$ cat src/rtl/kd_pkg.sv
// ---------------------------------------------------------------------------
// kd_pkg
// Shared constants and types for the Kyber/Dilithium modular add/sub datapath.
//   KD_KQ / KD_DQ   : Kyber and Dilithium moduli
//   KD_K_LW / KD_D_LW : Kyber (12-bit) and Dilithium (23-bit) lane widths
//   KD_CH_W         : packed channel width (24 bits)
//   kd_mode_e       : per-beat operating mode
// ---------------------------------------------------------------------------
package kd_pkg;

  localparam int KD_KQ   = 3329;
  localparam int KD_DQ   = 8380417;
  localparam int KD_K_LW = 12;
  localparam int KD_D_LW = 23;
  localparam int KD_CH_W = 24;

  typedef enum logic [1:0] {
    KD_K_ADDSUB = 2'b00,  // two independent 12-bit Kyber lanes
    KD_D_ADDSUB = 2'b01,  // one 23-bit Dilithium lane
    KD_BYPASS   = 2'b10,  // sum <- X, diff <- Y
    KD_K_ALIGN  = 2'b11   // Kyber with X taken from the alignment delay line
  } kd_mode_e;

endpackage

$ cat src/rtl/kd_lane_modaddsub.sv
// ---------------------------------------------------------------------------
// kd_lane_modaddsub
// One modular add/sub lane, split around the pipeline register held by the
// parent: the front half forms the raw sum/difference, the back half applies
// the conditional modular correction (and optional halving) to the registered
// raw values.
//   a, b      : lane operands, expected in [0, Q-1]
//   raw_sum   : a + b with carry (LW+1 bits)
//   raw_diff  : a - b with borrow in bit LW (LW+1 bits)
//   r_sum     : registered raw_sum from stage 1
//   r_diff    : registered raw_diff from stage 1
//   halve     : replace diff by diff * 2^-1 mod Q (only with KD_HALVE_EN)
//   sum, diff : corrected results in [0, Q-1]
// Optional feature macro: KD_HALVE_EN.
// ---------------------------------------------------------------------------
module kd_lane_modaddsub #(
  parameter int LW = 12,
  parameter int Q  = 3329
) (
  input  logic [LW-1:0] a,
  input  logic [LW-1:0] b,
  output logic [LW:0]   raw_sum,
  output logic [LW:0]   raw_diff,
  input  logic [LW:0]   r_sum,
  input  logic [LW:0]   r_diff,
  input  logic          halve,
  output logic [LW-1:0] sum,
  output logic [LW-1:0] diff
);

  localparam logic [LW:0]   QW = (LW+1)'(Q);
  localparam logic [LW-1:0] QL = LW'(Q);

  assign raw_sum  = {1'b0, a} + {1'b0, b};
  assign raw_diff = {1'b0, a} - {1'b0, b};

  logic [LW-1:0] diff_c;

  // A carry alone already implies r_sum >= Q; it is tested explicitly so the
  // intent is visible and the compare never relies on the extra bit.
  assign sum    = (r_sum[LW] || (r_sum >= QW)) ? LW'(r_sum - QW) : r_sum[LW-1:0];
  // Adding Q to a negative difference wraps modulo 2^LW into [1, Q-1].
  assign diff_c = r_diff[LW] ? (r_diff[LW-1:0] + QL) : r_diff[LW-1:0];

`ifdef KD_HALVE_EN
  // Odd d with odd Q makes d+Q even, so the shift is exact; one extra bit
  // holds d+Q before the shift.
  assign diff = halve ? LW'(({1'b0, diff_c} + (diff_c[0] ? QW : '0)) >> 1) : diff_c;
`else
  logic unused_halve;
  assign unused_halve = halve;
  assign diff         = diff_c;
`endif

endmodule

$ cat src/rtl/kd_modaddsub_pipe.sv
// ---------------------------------------------------------------------------
// kd_modaddsub_pipe
// Two-stage pipelined multi-channel modular add/subtract unit for the shared
// Kyber/Dilithium NTT/INTT datapath.
//   clk, rst        : clock, synchronous active-high reset
//   in_valid/ready  : input handshake; in_ready = ~out_valid | out_ready
//   in_mode         : kd_mode_e per beat (Kyber, Dilithium, bypass, aligned Kyber)
//   in_halve        : per-beat halving request (only with KD_HALVE_EN)
//   op_x, op_y      : packed operands, channel c at [24c+23:24c]
//   out_valid/ready : output handshake
//   out_sum/diff    : modular X+Y / X-Y per lane (or X / Y in bypass)
// Optional feature macro: KD_HALVE_EN.
// ---------------------------------------------------------------------------
module kd_modaddsub_pipe
  import kd_pkg::*;
#(
  parameter int NUM_CH      = 2,
  parameter int ALIGN_DEPTH = 6,
  parameter int KQ          = KD_KQ,
  parameter int DQ          = KD_DQ
) (
  input  logic                    clk,
  input  logic                    rst,
  input  logic                    in_valid,
  output logic                    in_ready,
  input  logic [1:0]              in_mode,
  input  logic                    in_halve,
  input  logic [24*NUM_CH-1:0]    op_x,
  input  logic [24*NUM_CH-1:0]    op_y,
  output logic                    out_valid,
  input  logic                    out_ready,
  output logic [24*NUM_CH-1:0]    out_sum,
  output logic [24*NUM_CH-1:0]    out_diff
);

  localparam int W  = KD_CH_W * NUM_CH;
  localparam int PW = (ALIGN_DEPTH > 1) ? $clog2(ALIGN_DEPTH) : 1;

  // Single advance enable: both stages move together, bubbles included.
  logic     advance;
  logic     accept;
  kd_mode_e mode_in;

  assign in_ready = ~out_valid | out_ready;
  assign advance  = in_ready;
  assign accept   = in_valid & in_ready;
  assign mode_in  = kd_mode_e'(in_mode);

  // -------------------------------------------------------------------------
  // Alignment delay line: every accepted beat writes its op_x; the entry about
  // to be overwritten is the op_x from ALIGN_DEPTH accepted beats earlier.
  // -------------------------------------------------------------------------
  logic [W-1:0]  dly_mem [ALIGN_DEPTH];
  logic [PW-1:0] dly_ptr;
  logic [W-1:0]  dly_x;
  logic [W-1:0]  x_k;

  assign dly_x = dly_mem[dly_ptr];
  assign x_k   = (mode_in == KD_K_ALIGN) ? dly_x : op_x;

  always_ff @(posedge clk) begin
    if (rst) begin
      dly_ptr <= '0;
      // NOTE: this storage is cleared on reset on purpose -- aligned beats
      // issued before the line has filled must read zero, not stale data.
      for (int i = 0; i < ALIGN_DEPTH; i++) dly_mem[i] <= '0;
    end else if (accept) begin
      dly_mem[dly_ptr] <= op_x;
      dly_ptr          <= (dly_ptr == PW'(ALIGN_DEPTH-1)) ? '0 : dly_ptr + PW'(1);
    end
  end

  // -------------------------------------------------------------------------
  // Stage 1: raw per-lane sums/differences plus mode/halve tags.
  // -------------------------------------------------------------------------
  logic     s1_valid;
  kd_mode_e s1_mode;
  logic     s1_halve;

  logic [KD_K_LW:0] khi_rs [NUM_CH], khi_rd [NUM_CH];
  logic [KD_K_LW:0] klo_rs [NUM_CH], klo_rd [NUM_CH];
  logic [KD_D_LW:0] d_rs   [NUM_CH], d_rd   [NUM_CH];

  logic [KD_K_LW:0] s1_khi_sum [NUM_CH], s1_khi_diff [NUM_CH];
  logic [KD_K_LW:0] s1_klo_sum [NUM_CH], s1_klo_diff [NUM_CH];
  logic [KD_D_LW:0] s1_d_sum   [NUM_CH], s1_d_diff   [NUM_CH];

  logic [KD_K_LW-1:0] khi_sum [NUM_CH], khi_diff [NUM_CH];
  logic [KD_K_LW-1:0] klo_sum [NUM_CH], klo_diff [NUM_CH];
  logic [KD_D_LW-1:0] d_sum   [NUM_CH], d_diff   [NUM_CH];

  logic [W-1:0] sum_nx;
  logic [W-1:0] diff_nx;

  // Control and output state.
  always_ff @(posedge clk) begin
    if (rst) begin
      s1_valid  <= 1'b0;
      s1_mode   <= KD_K_ADDSUB;
      out_valid <= 1'b0;
      out_sum   <= '0;
      out_diff  <= '0;
    end else if (advance) begin
      // NOTE: non-blocking assignments let out_valid take the old s1_valid
      // while s1_valid loads the new beat, so both stages shift in one edge.
      s1_valid  <= in_valid;
      s1_mode   <= mode_in;
      out_valid <= s1_valid;
      if (s1_valid) begin
        out_sum  <= sum_nx;
        out_diff <= diff_nx;
      end
    end
  end

  // Raw datapath registers carry no reset; s1_valid qualifies them.
  always_ff @(posedge clk) begin
    if (accept) begin
      for (int c = 0; c < NUM_CH; c++) begin
        s1_khi_sum[c]  <= khi_rs[c];
        s1_khi_diff[c] <= khi_rd[c];
        s1_klo_sum[c]  <= klo_rs[c];
        s1_klo_diff[c] <= klo_rd[c];
        // Bypass reuses the 24-bit Dilithium raw registers to carry X and Y.
        s1_d_sum[c]    <= (mode_in == KD_BYPASS) ? op_x[c*KD_CH_W +: KD_CH_W] : d_rs[c];
        s1_d_diff[c]   <= (mode_in == KD_BYPASS) ? op_y[c*KD_CH_W +: KD_CH_W] : d_rd[c];
      end
    end
  end

`ifdef KD_HALVE_EN
  always_ff @(posedge clk) begin
    if (rst) begin
      s1_halve <= 1'b0;
    end else if (advance) begin
      s1_halve <= in_halve & (mode_in != KD_BYPASS);
    end
  end
`else
  logic unused_in_halve;
  assign unused_in_halve = in_halve;
  assign s1_halve        = 1'b0;
`endif

  // -------------------------------------------------------------------------
  // Per-channel lanes and stage-2 mode mux.
  // -------------------------------------------------------------------------
  for (genvar c = 0; c < NUM_CH; c++) begin : g_ch
    kd_lane_modaddsub #(.LW(KD_K_LW), .Q(KQ)) u_k_hi (
      .a        (x_k[c*KD_CH_W+KD_K_LW +: KD_K_LW]),
      .b        (op_y[c*KD_CH_W+KD_K_LW +: KD_K_LW]),
      .raw_sum  (khi_rs[c]),
      .raw_diff (khi_rd[c]),
      .r_sum    (s1_khi_sum[c]),
      .r_diff   (s1_khi_diff[c]),
      .halve    (s1_halve),
      .sum      (khi_sum[c]),
      .diff     (khi_diff[c])
    );

    kd_lane_modaddsub #(.LW(KD_K_LW), .Q(KQ)) u_k_lo (
      .a        (x_k[c*KD_CH_W +: KD_K_LW]),
      .b        (op_y[c*KD_CH_W +: KD_K_LW]),
      .raw_sum  (klo_rs[c]),
      .raw_diff (klo_rd[c]),
      .r_sum    (s1_klo_sum[c]),
      .r_diff   (s1_klo_diff[c]),
      .halve    (s1_halve),
      .sum      (klo_sum[c]),
      .diff     (klo_diff[c])
    );

    kd_lane_modaddsub #(.LW(KD_D_LW), .Q(DQ)) u_d (
      .a        (op_x[c*KD_CH_W +: KD_D_LW]),
      .b        (op_y[c*KD_CH_W +: KD_D_LW]),
      .raw_sum  (d_rs[c]),
      .raw_diff (d_rd[c]),
      .r_sum    (s1_d_sum[c]),
      .r_diff   (s1_d_diff[c]),
      .halve    (s1_halve),
      .sum      (d_sum[c]),
      .diff     (d_diff[c])
    );

    assign sum_nx[c*KD_CH_W +: KD_CH_W] =
        (s1_mode == KD_BYPASS)   ? s1_d_sum[c] :
        (s1_mode == KD_D_ADDSUB) ? {1'b0, d_sum[c]} :
                                   {khi_sum[c], klo_sum[c]};

    assign diff_nx[c*KD_CH_W +: KD_CH_W] =
        (s1_mode == KD_BYPASS)   ? s1_d_diff[c] :
        (s1_mode == KD_D_ADDSUB) ? {1'b0, d_diff[c]} :
                                   {khi_diff[c], klo_diff[c]};
  end

endmodule

$ cat config.mk
export PLATFORM = sky130hd
export DESIGN_NAME = kd_modaddsub_pipe
export DESIGN_NICKNAME = d
export VERILOG_FILES = /design/src/rtl/kd_pkg.sv /design/src/rtl/kd_lane_modaddsub.sv /design/src/rtl/kd_modaddsub_pipe.sv
export SDC_FILE = /design/constraint.sdc
export NUM_CORES = 2
export LEC_CHECK = 0
export CORE_ASPECT_RATIO = 1.4
export CORE_MARGIN = 3
export CORE_UTILIZATION = 45
export CTS_CLUSTER_SIZE = 8
export DETAILED_ROUTE_END_ITERATION = 7
export SLEW_MARGIN = 20
export SYNTH_ARGS = -nofsm -noshare
export SYNTH_HDL_FRONTEND = slang
export SYNTH_SLANG_ARGS = --single-unit
$ cat constraint.sdc
create_clock -name clk -period 15.8 [get_ports clk]
set_input_delay 3.95 -clock clk [delete_from_list [all_inputs] [get_ports clk]]
set_output_delay 3.95 -clock clk [all_outputs]
set_load 0.005 [all_outputs]
# After elaboration in Yosys (flattened, before gate mapping)
# Memory sizes are Yosys's and may differ from the RTL's. A register that Yosys moved wholly into a read port is not among the register bits.
# Cells that the tools add are included.
# word_totals
regBits,103
mem_bits_rw,488
input_bits,103
out_inout_bits,98
word_cells,97
n_memories,7
# memory_table
name,words,width,rd,rd_ports_with_merged_regs,write_ports,line_no,text
dly_mem,6,48,1,1,6,kd_modaddsub_pipe.sv:53,logic [W-1:0] dly_mem [ALIGN_DEPTH];
s1_d_diff,2,24,2,0,2,kd_modaddsub_pipe.sv:86,"logic [KD_D_LW:0] s1_d_sum [NUM_CH], s1_d_diff [NUM_CH];"
s1_d_sum,2,24,2,0,2,kd_modaddsub_pipe.sv:86,
s1_khi_diff,2,13,2,0,2,kd_modaddsub_pipe.sv:84,"logic [KD_K_LW:0] s1_khi_sum [NUM_CH], s1_khi_diff [NUM_CH];"
s1_khi_sum,2,13,2,0,2,kd_modaddsub_pipe.sv:84,
s1_klo_diff,2,13,2,0,2,kd_modaddsub_pipe.sv:85,"logic [KD_K_LW:0] s1_klo_sum [NUM_CH], s1_klo_diff [NUM_CH];"
1 more memories,-,-,-,-,-,-,
# classes
add_sub_neg,25
n_lt_le_gt_ge,6
eq_ne,5
n_mux,37
bitwise,3
reduce_logical,8
# op_table
operator,n
24-bit two-way mux,12
12-bit two-way mux,8
48-bit two-way mux,2
23-bit two-way mux,4
12-bit by 12-bit adder with 13-bit output,4
13-bit by 12-bit >= comparator with 1-bit output (second input constant),4
12-bit by 12-bit subtractor with 13-bit output,4
12-bit adder (second input constant),4
23-bit by 23-bit adder with 24-bit output,2
24-bit by 23-bit >= comparator with 1-bit output (second input constant),2
48-bit OR reduction,1
12-bit subtractor (second input constant),4
23-bit by 23-bit subtractor with 24-bit output,2
23-bit adder (second input constant),2
23-bit subtractor (second input constant),2
3-bit two-way mux,4
1-bit two-way mux,7
2-bit equality test (second input constant),3
1-bit logical OR,6
3-bit by 1-bit adder with 3-bit output (second input constant),1
3-bit equality test (second input constant),1
2-bit by 1-bit equality test with 1-bit output (second input constant),1
2-bit AND reduction,1
1-bit AND,1
2 further kinds,2

# Logic depth before layout (Yosys ltp)
# depth
depth_word,8
mapped_depth,16
depth_no_buf,14

# Hierarchy
# A second synthesis with hierarchy kept.
# hier_totals
cells_unflattened,4137
hier_area_um2,43140.1
# by_module_without_submodules
mod,instances,cells_per_inst,area_per_inst_um2,seq_area_each_um2
kd_modaddsub_pipe,1,2128,29270.6,19658.9
kd_lane_modaddsub (g_ch[0].u_k_hi ...),4,246,1725.4,0.0
kd_lane_modaddsub (g_ch[1].u_d),1,515,3524.6,0.0
kd_lane_modaddsub (g_ch[0].u_d),1,510,3443.3,0.0

# Worst setup path after synthesis
# Ideal clock, no wire load.
# synth_timing
path_kind,input to register
from,input port out_ready
to,"memory dly_mem[7][0] (netlist name), enable pin"
setup_time_ps,513
arrival_time_ps,12567
t_required_ps,15287
path_slack_ps,2720
path_stages,6
n_path_buf,1
path_cell_list,nand2b_1 -> clkbuf_1 -> nand2_1 -> inv_1 -> nand2_1 -> nor3_1
# synth_lines
item,line_no,text
from (decl),kd_modaddsub_pipe.sv:31,"input logic out_ready,"
to (decl),kd_modaddsub_pipe.sv:53,

# Worst setup path after layout
# layout_timing
from,input port out_ready
to,output port in_ready
# layout_via
elab_chain_len,1
# layout_rtl
item,line_no,text
1-bit bitwise OR,kd_modaddsub_pipe.sv:44,assign in_ready = ~out_valid | out_ready;
to (decl),kd_modaddsub_pipe.sv:25,"output logic in_ready,"
# Every way passes these cells.

==> impl_results.md <==
- Gr ovfl total: 0
- Via count: 31.0k
- Cell mode on critical path: clkdlybuf4s50_1
- CORE AREA: 91100 um2
- Crit path largest cell delay: 570 ps
- Area growth syn-to-layout: 14.1%
- Clock Latency Late Sink: 670 ps
- Global-route wire length before repair: 179000 um
- Post-Syn Area per Cell: 10.2 um2
- # fillers: 8325
- Final RePlAce weighted congestion: 0.907
- Share of cells above drive strength 1: 7.28%
- Drt pass-1 iters: 6
- H-tree depth: 3
- Clock buffer depth: 3
- Hold Path Depth: 2
- Worst hold path class: reg2reg
- Max VDD drop: 0.0000847 V
- Post-synth EDFFs: 580
- Leakage power: 17.6 nW
- Synth cell types: 77
- Sum Neg Setup Slack: 0 ps
- Area of the multi-input gates: 20200 um2
- Synthesized flop and latch total: 686
- Seq/Total Area, Yosys: 47.2%
- Fmax: 0.108 GHz
- Die ar.: 95700 um2
- Average wire per standard cell: 21.8 um
- Kind of critical path: in2out
- Setup Buffers After CTS: 0
- Slew headroom: 28.8%
- WP buf/inv: 2
- Die extent in x: 262 um
- Post-synth net total: 4401
- Hold Fails Final Rpt: 0
- Routed wire length: 118000 um
- Initial Util: 45.4%
- CP Data Required Time: 11850 ps
- Antenna violations before repair: 4
- Port bufs: 199
- Max Cap Viol: 0
- Tcrit/Tclk final: 58.4%
- Final net count: 4526
- DP Area: 44500 um2
- Ys flop type: edfxtp_1
- RSZ-0062 raised after global routing: no
- Row Count: 131
- Mux cell area share after synthesis: 7.45%
- ANT nets after route: 0
- Clock-pin slew on the worst setup and hold paths: 60 ps
- Post-synth top area share: 42.1%
- Clock Skew: 29.0 ps
- Hold-fix buffers at CTS: 0
- Total CTS buffers: 96
- Delay-heaviest family, CP: buffers and inverters
- Post-Synth Simple-Gate Area: 14.6%
- Largest net degree at the start of global routing: 84
- R2R Setup Slk: 10330 ps
- GRT Resource Usage Total: 24.2%
- Num ports: 201
- Design Power: 0.00531 W
- Vias/cell: 5.71
- DRC errors left: 0
- Worst R2R End: s1_klo_diff[0][23]
- CP Cell Sequence: clkdlybuf4s50_1, nand2b_1, clkdlybuf4s50_1
- Largest family of logic cells by synthesized area: simple AND/OR/NAND/NOR gates
- Slew @ Worst Pin: 1040 ps
- Netlist Area Pre-Place: 41400 um2
- Worst Hold End: out_diff[15]
- Compound-cell area share of the yosys netlist: 13.2%
- Design area: 47200 um2
- Total number of yosys warnings: 0
- Setup violators final: 0
- Worst Path Max Fanout: 10
- CP endpoint kind: output port
- Root Buffer: clkbuf_16
- Cells after Synth: 4061
- Hold wc startpoint: out_diff[15]
- Initial DRC count: 2870
- Status: complete, no violations
- Worst R2R Path Depth: 14
- Synth area leaders: edfxtp_1 (42%), ha_1 (6.8%), nor2_1 (5.7%)
- Clock period minus worst slack: 9230 ps
- Synth Area in XOR/XNOR: 5.82%
- Vias in the first global route: 29.8k
- CP max stage cell: clkdlybuf4s50_1
- Pwr/cell area: 112 nW/um2
- Minimum hold slack: 451 ps
- Clock sink count: 686
- Die Span Y: 365 um
- Asr flop ratio synth: 0%
- Area leader, netlist: edfxtp_1
- Crit path DAT: 5280 ps
- Post-cts gate resize count: 0
- Final HPWL DP: 84700 um
- Worst setup SP type: input port
- Max-slew violation count: 0
- Synthesized-area fraction occupied by adder cells: 7.38%
- Register area: 19600 um2
- CTS tree: yes
worst min-delay path: cells and delay by family (launching register included):
kind,cells,cell delay (ps)
AOI/OAI and AO/OA,1,50
DFF,1,310
and+or+nand+nor,1,50
registers in the layout, indices dropped and copies added, names as in the netlist, 2 cells and up, named ones only:
signal / cells
dly_mem: 384
s1_klo_sum: 24
s1_d_diff: 48
s1_khi_sum: 26
dly_ptr: 3
out_diff: 48
s1_mode: 2
s1_d_sum: 48
s1_klo_diff: 26
s1_khi_diff: 24
out_sum: 48
layout make-up:
cell class                      instances  share of cell area, %
Timing Repair Buffer                  240                   4.89
Tap cell                             1197                   3.17
Inverter                              251                   2.01
Clock buffer                          135                   5.40
Clock inverter                          9                  0.374
Multi-Input combinational cell       2911                   42.7
Sequential cell                       686                   41.4
Antenna cell                            4                 0.0212
metal layers:
layer | up-vias | routed length (um) | GRT usage [%]
met1 | 14983 | 52600 | 33.6
li1 | 14919 | - | -
met2 | 994 | 56100 | 40.0
met4 | 2 | 2670 | 7.37
met3 | 142 | 7050 | 2.80
met5 | - | 13 | 0
stage by stage:
step / util [%] / instances / setup slack, ps
floorplan: - / 4061 / 2720
global placement: 48.8 / 5285 / 6590
detailed placement: 48.8 / 5285 / 6560
CTS: 51.8 / 5429 / 6560
global route: 51.8 / 5431 / 6450
finish: 51.8 / 5433 / 6570
cells in the final DEF, fill, tap and decap left out, types with 37 or more instances in the layout:
cell	Yosys	routed
mux4_2	96	96
edfxtp_1	580	580
xor2_1	104	104
inv_1	249	248
nand3_1	37	37
nand2_1	290	287
nor3_1	122	120
dfxtp_1	106	101
ha_1	225	225
mux2i_1	81	81
o21ai_0	208	208
buf_4	3	41
a21oi_1	254	254
nand2b_1	53	48
clkbuf_1	174	39
a211oi_1	59	59
clkdlybuf4s50_1	0	198
xnor2_1	171	171
nor2_1	631	626
clkbuf_16	0	96
o211ai_1	45	45
cell usage after synthesis (all sizes together), types with 11 or more instances:
cell type	instances
or3	27
nand2b	54
o21ai	208
o31ai	22
o41ai	11
a31oi	34
nand2	290
or2	16
xnor2	171
fa	12
mux2i	81
dfxtp	106
clkbuf	175
or4	16
a21o	31
o211ai	45
and3	21
nand3	37
o21bai	26
nor4	35
mux4	96
ha	225
nor2	631
a21oi	256
inv	249
a211oi	59
edfxtp	580
a311oi	15
nor2b	33
buf	38
nor3	122
nor3b	12
a21boi	17
xor2	104
o221ai	11
a221oi	22
nand4	30
o311ai	12
worst max path at each step:
stage / start / to / cells after the start
floorplan: out_ready / dly_mem[7][0] / 6
global placement: out_ready / in_ready / 3
detailed placement: out_ready / in_ready / 3
CTS: out_ready / in_ready / 3
global route: out_ready / in_ready / 3
finish: out_ready / in_ready / 3
logic make-up after synthesis:
family          count (synthesis)
fa+ha+maj                     237
buf+inv                       464
mux                           187
simple gates                 1352
xor+xnor                      275
compound gates                860
flops                         686
power breakdown:
part           leakage (nW)  total, W  switching (W)  internal (W)
logic                  9.59   0.00113       0.000673      0.000461
clock network          1.30   0.00189       0.000766       0.00113
registers              6.65   0.00228       0.000131       0.00215
Power figures use the tool's default switching activity.
